===== src/rtl/mc_correlator_if.sv =====
// Read-side bus between the correlator and its sample and coefficient RAMs.
// Both RAMs return data one cycle after the read enable.
interface mc_correlator_if #(
    parameter int BITS     = 16,
    parameter int TAPS     = 256,
    parameter int CHANNELS = 4
);
    logic                              x_re;
    logic [$clog2(TAPS)-1:0]           x_raddr;
    logic [BITS-1:0]                   x_rdata;
    logic                              c_re;
    logic [$clog2(CHANNELS*TAPS)-1:0]  c_raddr;
    logic [BITS-1:0]                   c_rdata;

    modport master (
        output x_re, x_raddr, c_re, c_raddr,
        input  x_rdata, c_rdata
    );

    modport slave (
        input  x_re, x_raddr, c_re, c_raddr,
        output x_rdata, c_rdata
    );
endinterface


===== src/rtl/mc_correlator.sv =====
// Multi-channel correlator: for each coefficient set, multiply-accumulate
// TAPS samples read from a circular buffer, then shift, saturate and emit.
//
// state | meaning
// IDLE  | waiting for start
// RUN   | issuing one tap address pair per cycle
// DRAIN | last address issued, waiting for read/multiply/accumulate to empty
// OUT   | result strobe cycle; next channel or back to IDLE
module mc_correlator #(
    parameter int BITS     = 16,
    parameter int TAPS     = 256,
    parameter int CHANNELS = 4,
    parameter int ACC      = 40
) (
    input  logic                                    ck,
    input  logic                                    rst,
    input  logic                                    start,
    input  logic [$clog2(TAPS)-1:0]                 offset,
    input  logic [4:0]                              shift,
    mc_correlator_if.master                         ram,
    output logic                                    busy,
    output logic                                    out_valid,
    output logic [(CHANNELS > 1 ? $clog2(CHANNELS) : 1)-1:0] out_chan,
    output logic [BITS-1:0]                         out_data,
    output logic                                    overflow,
    output logic                                    done
);
    localparam int XW = $clog2(TAPS);
    localparam int CW = (CHANNELS > 1) ? $clog2(CHANNELS) : 1;

    localparam logic signed [ACC-1:0] SAT_MAX = {{(ACC-BITS+1){1'b0}}, {(BITS-1){1'b1}}};
    localparam logic signed [ACC-1:0] SAT_MIN = {{(ACC-BITS+1){1'b1}}, {(BITS-1){1'b0}}};

    typedef enum logic [1:0] {IDLE, RUN, DRAIN, OUT} state_t;

    state_t                   state;
    logic [XW-1:0]            cnt;
    logic [XW-1:0]            offset_l;
    logic [4:0]               shift_l;
    logic [CW-1:0]            chan;
    logic                     first0;
    logic                     v1, f1, v2, f2;
    logic signed [2*BITS-1:0] xs, cs, prod;
    logic signed [ACC-1:0]    prod_ext, acc, shifted;
    logic [BITS-1:0]          res_data;
    logic                     res_ovf;

    assign xs       = $signed(ram.x_rdata);
    assign cs       = $signed(ram.c_rdata);
    assign prod_ext = prod;
    assign shifted  = acc >>> shift_l;

    // Clamp the shifted accumulator into the output range.
    always_comb begin
        res_data = shifted[BITS-1:0];
        res_ovf  = 1'b0;
        if (shifted > SAT_MAX) begin
            res_data = SAT_MAX[BITS-1:0];
            res_ovf  = 1'b1;
        end else if (shifted < SAT_MIN) begin
            res_data = SAT_MIN[BITS-1:0];
            res_ovf  = 1'b1;
        end
    end

    // Sequencer: address generation, drain timer and result registers.
    always_ff @(posedge ck) begin
        if (rst) begin
            state       <= IDLE;
            cnt         <= '0;
            offset_l    <= '0;
            shift_l     <= '0;
            chan        <= '0;
            first0      <= 1'b0;
            busy        <= 1'b0;
            out_valid   <= 1'b0;
            done        <= 1'b0;
            out_chan    <= '0;
            out_data    <= '0;
            overflow    <= 1'b0;
            ram.x_re    <= 1'b0;
            ram.c_re    <= 1'b0;
            ram.x_raddr <= '0;
            ram.c_raddr <= '0;
        end else begin
            out_valid <= 1'b0;
            done      <= 1'b0;
            case (state)
                IDLE: begin
                    if (start) begin
                        offset_l    <= offset;
                        shift_l     <= shift;
                        chan        <= '0;
                        busy        <= 1'b1;
                        ram.x_re    <= 1'b1;
                        ram.c_re    <= 1'b1;
                        ram.x_raddr <= offset;
                        ram.c_raddr <= '0;
                        cnt         <= XW'(TAPS-1);
                        first0      <= 1'b1;
                        state       <= RUN;
                    end
                end
                RUN: begin
                    first0 <= 1'b0;
                    if (cnt == '0) begin
                        ram.x_re <= 1'b0;
                        ram.c_re <= 1'b0;
                        cnt      <= XW'(2);
                        state    <= DRAIN;
                    end else begin
                        cnt         <= cnt - 1'b1;
                        ram.x_raddr <= ram.x_raddr + 1'b1;
                        ram.c_raddr <= ram.c_raddr + 1'b1;
                    end
                end
                DRAIN: begin
                    if (cnt == '0) begin
                        out_valid <= 1'b1;
                        out_chan  <= chan;
                        out_data  <= res_data;
                        overflow  <= res_ovf;
                        done      <= (chan == CW'(CHANNELS-1));
                        state     <= OUT;
                    end else begin
                        cnt <= cnt - 1'b1;
                    end
                end
                OUT: begin
                    if (chan == CW'(CHANNELS-1)) begin
                        busy  <= 1'b0;
                        state <= IDLE;
                    end else begin
                        chan        <= chan + 1'b1;
                        ram.x_re    <= 1'b1;
                        ram.c_re    <= 1'b1;
                        ram.x_raddr <= offset_l;
                        // c_raddr rests on the previous channel's last tap
                        ram.c_raddr <= ram.c_raddr + 1'b1;
                        cnt         <= XW'(TAPS-1);
                        first0      <= 1'b1;
                        state       <= RUN;
                    end
                end
                default: state <= IDLE;
            endcase
        end
    end

    // Datapath: RAM data -> registered product -> wrapping accumulator.
    always_ff @(posedge ck) begin
        if (rst) begin
            v1   <= 1'b0;
            f1   <= 1'b0;
            v2   <= 1'b0;
            f2   <= 1'b0;
            prod <= '0;
            acc  <= '0;
        end else begin
            v1 <= ram.x_re;
            f1 <= first0 & ram.x_re;
            v2 <= v1;
            f2 <= f1;
            if (v1)
                prod <= xs * cs;
            if (v2)
                acc <= f2 ? prod_ext : acc + prod_ext;
        end
    end
endmodule


===== src/flat_wrapper.sv =====
// flat-port wrapper written by rule: the top's interface ports become plain ports
module mc_correlator_flat 
#(
    parameter int BITS     = 16,
    parameter int TAPS     = 256,
    parameter int CHANNELS = 4,
    parameter int ACC      = 40
)
  (ck, rst, start, offset, shift, busy, out_valid, out_chan, out_data, overflow, done, ram_x_re, ram_x_raddr, ram_c_re, ram_c_raddr, ram_x_rdata, ram_c_rdata);
  mc_correlator_if #(.BITS(BITS), .TAPS(TAPS), .CHANNELS(CHANNELS)) ram_i ();
  input  logic ck;
  input  logic rst;
  input  logic start;
  input  logic [$clog2(TAPS)-1:0] offset;
  input  logic [4:0] shift;
  output logic busy;
  output logic out_valid;
  output logic [(CHANNELS > 1 ? $clog2(CHANNELS) : 1)-1:0] out_chan;
  output logic [BITS-1:0] out_data;
  output logic overflow;
  output logic done;
  output wire logic [$bits(ram_i.x_re)-1:0] ram_x_re;
  output wire logic [$bits(ram_i.x_raddr)-1:0] ram_x_raddr;
  output wire logic [$bits(ram_i.c_re)-1:0] ram_c_re;
  output wire logic [$bits(ram_i.c_raddr)-1:0] ram_c_raddr;
  input wire logic [$bits(ram_i.x_rdata)-1:0] ram_x_rdata;
  input wire logic [$bits(ram_i.c_rdata)-1:0] ram_c_rdata;
  assign ram_x_re = ram_i.x_re;
  assign ram_x_raddr = ram_i.x_raddr;
  assign ram_c_re = ram_i.c_re;
  assign ram_c_raddr = ram_i.c_raddr;
  assign ram_i.x_rdata = ram_x_rdata;
  assign ram_i.c_rdata = ram_c_rdata;
  mc_correlator #(.BITS(BITS), .TAPS(TAPS), .CHANNELS(CHANNELS), .ACC(ACC)) u_core (.ck(ck), .rst(rst), .start(start), .offset(offset), .shift(shift), .ram(ram_i), .busy(busy), .out_valid(out_valid), .out_chan(out_chan), .out_data(out_data), .overflow(overflow), .done(done));
endmodule

===== config.mk =====
export PLATFORM = sky130hd
export DESIGN_NAME = mc_correlator_flat
export DESIGN_NICKNAME = d
export VERILOG_FILES = /design/src/rtl/mc_correlator_if.sv /design/src/rtl/mc_correlator.sv /design/src/flat_wrapper.sv
export SDC_FILE = /design/constraint.sdc
export NUM_CORES = 1
export LEC_CHECK = 0
export ABC_AREA = 1
export ABC_CLOCK_PERIOD_IN_PS = 16300
export CAP_MARGIN = 15
export CORE_ASPECT_RATIO = 1.75
export CORE_UTILIZATION = 50
export CTS_CLUSTER_SIZE = 28
export DETAILED_ROUTE_END_ITERATION = 12
export MAX_ROUTING_LAYER = met4
export PLACE_DENSITY = 0.77
export SETUP_SLACK_MARGIN = 0.3
export SYNTH_ARGS = -nofsm -noshare
export SYNTH_HDL_FRONTEND = slang
export SYNTH_SLANG_ARGS = --single-unit
export TNS_END_PERCENT = 20

===== constraint.sdc =====
create_clock -name ck -period 16.3 [get_ports ck]
set_clock_uncertainty 0.15 [all_clocks]
set_input_delay 3.26 -clock ck [delete_from_list [all_inputs] [get_ports ck]]
set_output_delay 3.26 -clock ck [all_outputs]
set_load 0.005 [all_outputs]

==> results.md, run 1 <==
- DP Area: 22300 sq um
- Critical path arrival: 9820 ps
- Fin crit share: 59.2%
- Fin crit period: 9640 ps
- Total negative slack: 0 ps
- # IOs: 90
- Core ar.: 41700 sq um
- CP max FO: 16
- Number of core rows: 99
- Gr usage total: 29.9%
- Die Ht: 274 um
- First-pass GRT wire length: 98300 um
- CTS tree: yes
- Nets: 3525
- Post-cts gate resize count: 0
- Crit. End Element: register
- Slew @ Worst Pin: 1150 ps
- Routability cong.: 1.01
- Area delta synth->final: 8.01%
- Final hold vios: 0
- Worst skew pair latency: 440 ps
- Flip-flop and latch count after synthesis: 143
- Footprint of the multi-input gates: 15300 sq um
- WHS: 253 ps
- DRC violation count after routing: 0
- Worst slew margin: 23.2%
- Register-to-register setup slack: 12960 ps
- First-pass DRT Iterations: 5
- Overflow after GRT: 0
- GR Util met1: 28.5%
- CTS Buf Count: 17
- Commonest non-fill, non-tap cell in the layout: nand2_1
- Clk slew on worst S/H paths: 70 ps
- FF/Latch Area: 2860 sq um
- Synthesized area per cell: 6.83 sq um
- Share of layout cells above drive strength 1: 3.29%
- Grt met3 use: 2.15%
- Vias in the first global route: 20500
- Gate Count Post-Synth: 3102
- Die width: 158 um
- Class of the worst hold path: reg2reg
- Ys Warns: 0
- Fmax: 104 MHz
- Post-synthesis sequential area ratio: 13.5%
- Layout Cell Area excl Fill: 22900 sq um
- Hpwl dp: 48500 um
- Synth Flop Type: dfxtp_1
- Final Max Tran Viols: 0
- Number of synthesized flops with an enable pin: 0
- Status: complete, no violations
- Fillers: 4132
- CTS root buf: clkbuf_16
- Yosys cell types: 55
- Worst endpoint required time: 16480 ps
- Max clock buf depth: 2
- Final WL: 60200 um
- Starting Density: 50.8%
- Number of setup buffers added after CTS: 0
- Most frequent cells in the layout: 712 x nand2_1, 637 x inv_1, 263 x fa_1, 229 x nor2_1, 206 x a21oi_1
- Antenna violations before repair: 0
- Mapped Nets: 3543
- Routed WL per cell: 16.5 um
- H-tree depth: 4
- Startpoint types: primary input
- DIE AREA: 43200 sq um
- ANT nets after route: 0
- Mapped Area: 21200 sq um
- CP Class: in2reg
- 1st-iter DRT viols: 947
- Diode count: 0
- Synth area leaders: fa_1 25%, dfxtp_1 14%, nand2_1 13%
- Area share of the largest cell type after synthesis: 24.8%
- Busiest layer in global routing: met2
- Grt met2 use: 55.8%
- Final Setup Violations: 0
- Clk sinks: 143
- Hold-fix buffers, CTS: 0
- Max Cap Violations: 0
- Vias per inst: 5.38
- Ys async rst share: 0%
- Vias: 19700
- Area leader, netlist: fa_1
- Largest net degree at the start of global routing: 70
- Unrepaired setup endpoints after global routing: no
- # port buffers: 89
-- per-stage QoR --
step                      utilization [%]  setup WS (ps)  cells
after floorplan                         -           7370   3102
after global placement               53.3           6240   3619
after detailed placement             53.3           6120   3619
after CTS                            54.8           6610   3651
after global routing                 54.8           6180   3652
final                                54.8           6660   3652
-- cell type report --
cell class	instances	area share, %
inverter	641	10.5
timing repair buffer	108	4.58
sequential	143	12.5
multi-input combinational	2173	66.7
tap	555	3.03
clock buffer	17	1.86
clock inverter	15	0.793
-- worst paths after layout --
path                               from                           end  cells past startpoint
max reg2reg  u_core.acc[0]$_SDFFE_PP0P_   u_core.acc[26]$_SDFFE_PP0P_                     15
min reg2reg        u_core.f1$_SDFF_PP0_          u_core.f2$_SDFF_PP0_                      2
max                      ram_c_rdata[2]  u_core.prod[29]$_SDFFE_PP0P_                     25
min                u_core.f1$_SDFF_PP0_          u_core.f2$_SDFF_PP0_                      2
-- registers in the layout, summed over array words and instances (netlist names), 5 cells and up --
register / cells
u_core.shift_l: 5
u_core.offset_l: 8
u_core.out_data: 16
u_core.acc: 40
u_core.prod: 32
u_core.ram.c_raddr: 10
u_core.ram.x_raddr: 8
u_core.cnt: 8
-- critical path, cell delays in order --
cell and delay [ps]:
clkdlybuf4s50_1 800, nand2_1 300, inv_1 90, fa_1 500, inv_1 150, fa_1 630
inv_1 240, fa_1 610, inv_1 50, fa_1 470, inv_1 50, fa_1 530
inv_1 60, fa_1 530, inv_1 40, ha_1 420, nand2_1 150, nor2_1 200
nand2_1 120, nor3_1 140, nand2_1 100, nand4_1 80, nand2_1 50, o21ai_0 170
inv_1 50
-- metal layers --
layer / vias up / part of all wire, % / wire, um
met5: - / 0 / 0
met4: 0 / 7.4 / 4480
met3: 250 / 3.1 / 1870
met2: 558 / 54 / 32600
met1: 9283 / 35 / 21200
li1: 9573 / - / -
-- cells in the mapped netlist, types with 4 or more instances --
cell type,instances
a21o_1,11
a21oi_1,206
a21oi_2,10
a221oi_1,12
a22oi_1,4
a31oi_1,21
buf_1,8
buf_2,11
buf_4,5
buf_6,8
clkbuf_1,112
dfxtp_1,143
fa_1,263
ha_1,130
inv_1,638
mux2i_1,5
nand2_1,712
nand2_2,11
nand3_1,197
nand3_2,5
nand4_1,20
nor2_1,229
nor3_1,15
o211ai_1,19
o21a_1,4
o21ai_0,188
o21bai_1,6
o22ai_1,5
or2_2,13
xnor2_1,15
xor2_1,36
-- logic make-up (layout without fill, tap and decap cells) --
group	after synthesis	in the layout	share of synthesized area [%]
and+or+nand+nor	1214	1214	23.7
buffers and inverters	786	781	14.5
AOI/OAI and AO/OA	510	510	13.5
adders and majority gates	393	393	32.5
DFF	143	143	13.5
xor gates and xnor gates	51	51	2.11
muxes	5	5	0.236
Power of run 1 is not shown: default switching activity piles up to over one toggle a cycle in this logic, so the estimate is an artifact.
==> run 2: changes to the inputs <==
--- a/config.mk
+++ b/config.mk
@@ -6,7 +6,7 @@
 export NUM_CORES = 1
 export LEC_CHECK = 0
 export ABC_AREA = 1
-export ABC_CLOCK_PERIOD_IN_PS = 16300
+export ABC_CLOCK_PERIOD_IN_PS = 9800
 export CAP_MARGIN = 15
 export CORE_ASPECT_RATIO = 1.75
 export CORE_UTILIZATION = 50
==> constraint.sdc (replaced) <==
create_clock -name ck -period 9.8 [get_ports ck]
set_clock_uncertainty 0.15 [all_clocks]
set_input_delay 1.96 -clock ck [delete_from_list [all_inputs] [get_ports ck]]
set_output_delay 1.96 -clock ck [all_outputs]
set_load 0.005 [all_outputs]
==> run 2 against run 1 <==
Net effect:
- via count grew 0.56%
- clock-buffer cell count is the same
- core utilization grew 0.30 points
- highest routed layer unchanged
==> results.md, run 2 (synthesis gave the netlist of run 1 again) <==
- Gr usage total: 30.3%
- First-pass GRT wire length: 98400 um
- DP Area: 22400 sq um
- Max reg flops: 40
- Max Cap Violations: 0
- DRC violation count after routing: 0
- Vias: 19800
- First-pass DRT Iterations: 6
- Max clock buf depth: 2
- Commonest non-fill, non-tap cell in the layout: nand2_1
- Most frequent cells in the layout: 712 x nand2_1, 637 x inv_1, 263 x fa_1, 229 x nor2_1, 206 x a21oi_1
- Place WS: 1090 ps
- Routability cong.: 1.04
- Final Max Tran Viols: 0
- CTS root buf: clkbuf_16
- Final Setup Violations: 0
- Crit. End Element: register
- Clk sinks: 143
- CP max FO: 16
- Die Ht: 274 um
- Startpoint types: primary input
- Die width: 158 um
- Fmax: 121 MHz
- Largest net degree at the start of global routing: 69
- Starting Density: 50.8%
- Largest reg by FF count: u_core.acc
- 1st-iter DRT viols: 954
- Fin crit share: 84.5%
- Hpwl dp: 49200 um
- Final WL: 60900 um
- Fillers: 4060
- Final hold vios: 0
- Vias in the first global route: 20200
- Layout Cell Area excl Fill: 23000 sq um
- Unrepaired setup endpoints after global routing: no
- Diode count: 0
- CP Class: in2reg
- CTS Buf Count: 17
- Number of setup buffers added after CTS: 0
- Area delta synth->final: 8.59%
- Share of layout cells above drive strength 1: 3.85%
- Vias per inst: 5.39
- Fin crit period: 8280 ps
- Slew @ Worst Pin: 1170 ps
- DIE AREA: 43200 sq um
- Footprint of the multi-input gates: 15300 sq um
- Overflow after GRT: 0
- Antenna violations before repair: 0
- Nets: 3543
- H-tree depth: 4
- FF/Latch Area: 2860 sq um
- Routed WL per cell: 16.6 um
- Status: complete, no violations
- Largest regs: u_core.acc: 40 flops, u_core.prod: 32 flops, u_core.out_data: 16 flops
- Worst endpoint required time: 9980 ps
- Total negative slack: 0 ps
- Clk slew on worst S/H paths: 70 ps
- Number of core rows: 99
- Worst skew pair latency: 450 ps
- # IOs: 90
- CTS tree: yes
- R2R depth: 15
- Hold Crit Depth: 2
- Hold-fix buffers, CTS: 0
- Setup ws final: 1520 ps
- # port buffers: 89
- ANT nets after route: 0
- Worst slew margin: 22.2%
- Class of the worst hold path: reg2reg
- Critical path arrival: 8460 ps
- Post-cts gate resize count: 0
- Core ar.: 41700 sq um
[run 2: cell count changes in the layout (fill, tap and decap cells not counted)]
cell / delta
buf_4: +18
clkinv_4: +2
inv_6: -2
clkinv_2: +1
clkinv_8: -1
[run 2: final timing paths]
check,start,end,slack [ps]
max reg2reg,u_core.acc[0]$_SDFFE_PP0P_,u_core.acc[26]$_SDFFE_PP0P_,6440
min reg2reg,u_core.f1$_SDFF_PP0_,u_core.f2$_SDFF_PP0_,260
min,u_core.f1$_SDFF_PP0_,u_core.f2$_SDFF_PP0_,260
max,ram_x_rdata[15],u_core.prod[29]$_SDFFE_PP0P_,1520
[run 2: metrics by stage]
stage | hold WS [ps] | utilization, % | cells
final | 262 | 55.1 | 3670
after global routing | 297 | 55.1 | 3670
after CTS | 260 | 55.1 | 3669
after detailed placement | 251 | 53.6 | 3637
after global placement | 242 | 53.6 | 3637
after floorplan | 238 | - | 3102
[run 2: worst max-delay path, cell delays in order]
cell and delay, ps:
clkdlybuf4s50_1 730, nand2_1 260, inv_1 110, fa_1 490, inv_1 140, fa_1 620, inv_1 230, fa_1 600
inv_1 50, fa_1 470, inv_1 50, fa_1 530, inv_1 50, fa_1 520, inv_1 40, ha_1 420
nand2_1 140, nor2_1 220, nand2_1 160, nor3_1 150, nand2_1 130, nand4_1 90, nand2_1 50, o21ai_0 160
inv_1 50
[run 2: routing by layer]
metal	part of all wire (%)	global-route usage (%)	wire (um)	vias to the layer above
met3	3.0	2.48	1840	234
met2	55	56.9	33300	571
met5	0	-	0	-
li1	-	-	-	9610
met1	35	28.7	21400	9360
met4	7.3	20.5	4420	0
[run 2: cell type report]
type,instances,area share [%]
Inverter,641,10.5
Timing Repair Buffer,126,5.14
Clock buffer,17,1.85
Tap cell,555,3.02
Clock inverter,15,0.739
Sequential cell,143,12.4
Multi-Input combinational cell,2173,66.3
Power of run 2 is left out for the same reason.
==> run 3: changes to the inputs <==
--- a/config.mk
+++ b/config.mk
@@ -6,14 +6,14 @@
 export NUM_CORES = 1
 export LEC_CHECK = 0
 export ABC_AREA = 1
-export ABC_CLOCK_PERIOD_IN_PS = 9800
+export ABC_CLOCK_PERIOD_IN_PS = 7600
 export CAP_MARGIN = 15
 export CORE_ASPECT_RATIO = 1.75
 export CORE_UTILIZATION = 50
 export CTS_CLUSTER_SIZE = 28
 export DETAILED_ROUTE_END_ITERATION = 12
 export MAX_ROUTING_LAYER = met4
-export PLACE_DENSITY = 0.77
+export PLACE_DENSITY = 0.79
 export SETUP_SLACK_MARGIN = 0.3
 export SYNTH_ARGS = -nofsm -noshare
 export SYNTH_HDL_FRONTEND = slang
==> constraint.sdc (replaced) <==
create_clock -name ck -period 7.6 [get_ports ck]
set_clock_uncertainty 0.15 [all_clocks]
set_input_delay 1.52 -clock ck [delete_from_list [all_inputs] [get_ports ck]]
set_output_delay 1.52 -clock ck [all_outputs]
set_load 0.005 [all_outputs]
==> run 3 against run 2 <==
Net effect:
- final area increased by 5.9%
- critical path depth decreased by 1
- non-clock buffer count increased by 127
- register-to-register slack lost 2200 ps
- routed wire length grew 1.5%
- via count is 2.7% higher
- core utilization up 3.3 points
- critical path type unchanged
==> results.md, run 3 (synthesis gave the netlist of run 1 again) <==
- Status: complete, no violations
- Clk slew on worst S/H paths: 60 ps
- Fmax: 141 MHz
- Commonest non-fill, non-tap cell in the layout: nand2_1
- Unrepaired setup endpoints after global routing: yes
- Number of core rows: 99
- Routability cong.: 1.01
- # port buffers: 89
- Startpoint types: primary input
- First-pass GRT wire length: 101000 um
- Hpwl dp: 51500 um
- Share of layout cells above drive strength 1: 8.64%
- Critical path arrival: 7280 ps
- Fin crit share: 93.3%
- Max Cap Violations: 0
- 1st-iter DRT viols: 957
- Worst slew margin: 38.3%
- Post-Layout Cell Count: 3798
- Slew @ Worst Pin: 924 ps
- Nets: 3670
- Worst endpoint required time: 7780 ps
- Vias per inst: 5.35
- CP max stage delay: 550 ps
- CTS Buf Count: 17
- Final Max Tran Viols: 0
- # IOs: 90
- Die width: 158 um
- Cells after DPL: 3763
- Max reg flops: 40
- Core ar.: 41700 sq um
- FF/Latch Area: 2860 sq um
- Vias: 20300
- Fillers: 3905
- Largest regs: u_core.acc: 40 flops, u_core.prod: 32 flops, u_core.out_data: 16 flops
- Footprint of the multi-input gates: 15400 sq um
- Routed WL per cell: 16.3 um
- Final Setup Violations: 0
- Crit. End Element: register
- First-pass DRT Iterations: 5
- H-tree depth: 4
- Vias in the first global route: 21100
- Worst path cell trace: clkdlybuf4s50_1 -> buf_4 -> nand2_1 -> fa_1 -> inv_1 -> fa_1 -> inv_1 -> fa_1 -> inv_1 -> fa_1 -> fa_1 -> inv_1 -> fa_1 -> inv_1 -> ha_2 -> nand2_2 -> o21ai_0 -> a21oi_1 -> nand3_2 -> a21o_1 -> buf_4 -> xor2_1 -> o21ai_0 -> inv_1
- Max clock buf depth: 2
- DIE AREA: 43200 sq um
- Die Ht: 274 um
- Antenna violations before repair: 1
- Largest net degree at the start of global routing: 70
- Worst skew pair latency: 450 ps
- ANT nets after route: 0
- Gr usage total: 30.8%
- Final core utilization: 58.4%
- Clk sinks: 143
- CP max FO: 8
- CTS root buf: clkbuf_16
- Final WL: 61900 um
- DRC violation count after routing: 0
- CTS tree: yes
- Slowest-stage cell, CP: fa_1
- CP Class: in2reg
- WHS: 274 ps
- Overflow after GRT: 0
- Most frequent cells in the layout: 709 x nand2_1, 633 x inv_1, 262 x fa_1, 227 x nor2_1, 200 x a21oi_1
- Starting Density: 50.8%
- Hold-fix buffers, CTS: 0
- Fin crit period: 7090 ps
- Final hold vios: 0
- Class of the worst hold path: reg2reg
- Largest reg by FF count: u_core.acc
- Area delta synth->final: 15.0%
-- run 3: cell types whose count changed in the layout (fill, tap and decap cells not counted), moves of 4 or more --
cell	delta
a21oi_1	-6
a21oi_2	+6
buf_12	+17
buf_4	+108
ha_1	-9
ha_4	+7
inv_1	-4
inv_2	+4
inv_6	+4
-- run 3: per-stage QoR --
stage,cell area (sq um),setup WS (ps),TNS [ps]
floorplan,21200,414,0
global placement,23500,-148,-788
detailed placement,23500,-240,-1810
CTS,24100,286,0
global route,24400,233,0
finish,24400,506,0
-- run 3: final cells by class --
class,count,area share [%]
repair buffers,253,9.69
diodes,1,0.0103
clock buffers,17,1.75
inverters,641,9.90
multi-input cells,2173,63.4
clock inverters,15,0.678
well taps,555,2.85
flip-flops and latches,143,11.7
-- run 3: path summary, 6_finish.rpt --
check                        startpoint                            to  slack (ps)  cells past startpoint
min                u_core.f1$_SDFF_PP0_          u_core.f2$_SDFF_PP0_         270                      2
max                      ram_c_rdata[9]  u_core.prod[24]$_SDFFE_PP0P_         510                     24
max reg2reg  u_core.acc[0]$_SDFFE_PP0P_   u_core.acc[22]$_SDFFE_PP0P_        4220                     15
min reg2reg        u_core.f1$_SDFF_PP0_          u_core.f2$_SDFF_PP0_         270                      2
-- run 3: worst max-delay path: cells and delay by family --
kind	cells	cell delay, ps
buffers and inverters	9	1100
AO/OA/AOI/OAI	4	730
XOR/XNOR	1	130
AND/OR/NAND/NOR	3	380
adder cells (fa/ha/maj)	7	3420
-- run 3: what timing repair did --
action | 4_1_cts | 5_1_grt
gates resized for setup | 1 | 44
endpoints found under the setup margin | 5 | 17
setup buffers | 0 | 1
pin swaps | 0 | 15
-- run 3: metal layers --
layer / share of wire (%) / track usage (%) / wire length [um]
met5: 0 / - / 0
met4: 9.6 / 26.6 / 5960
met2: 54 / 56.5 / 33300
met3: 3.0 / 2.91 / 1880
met1: 33 / 28.0 / 20700
Power of run 3 is left out for the same reason.
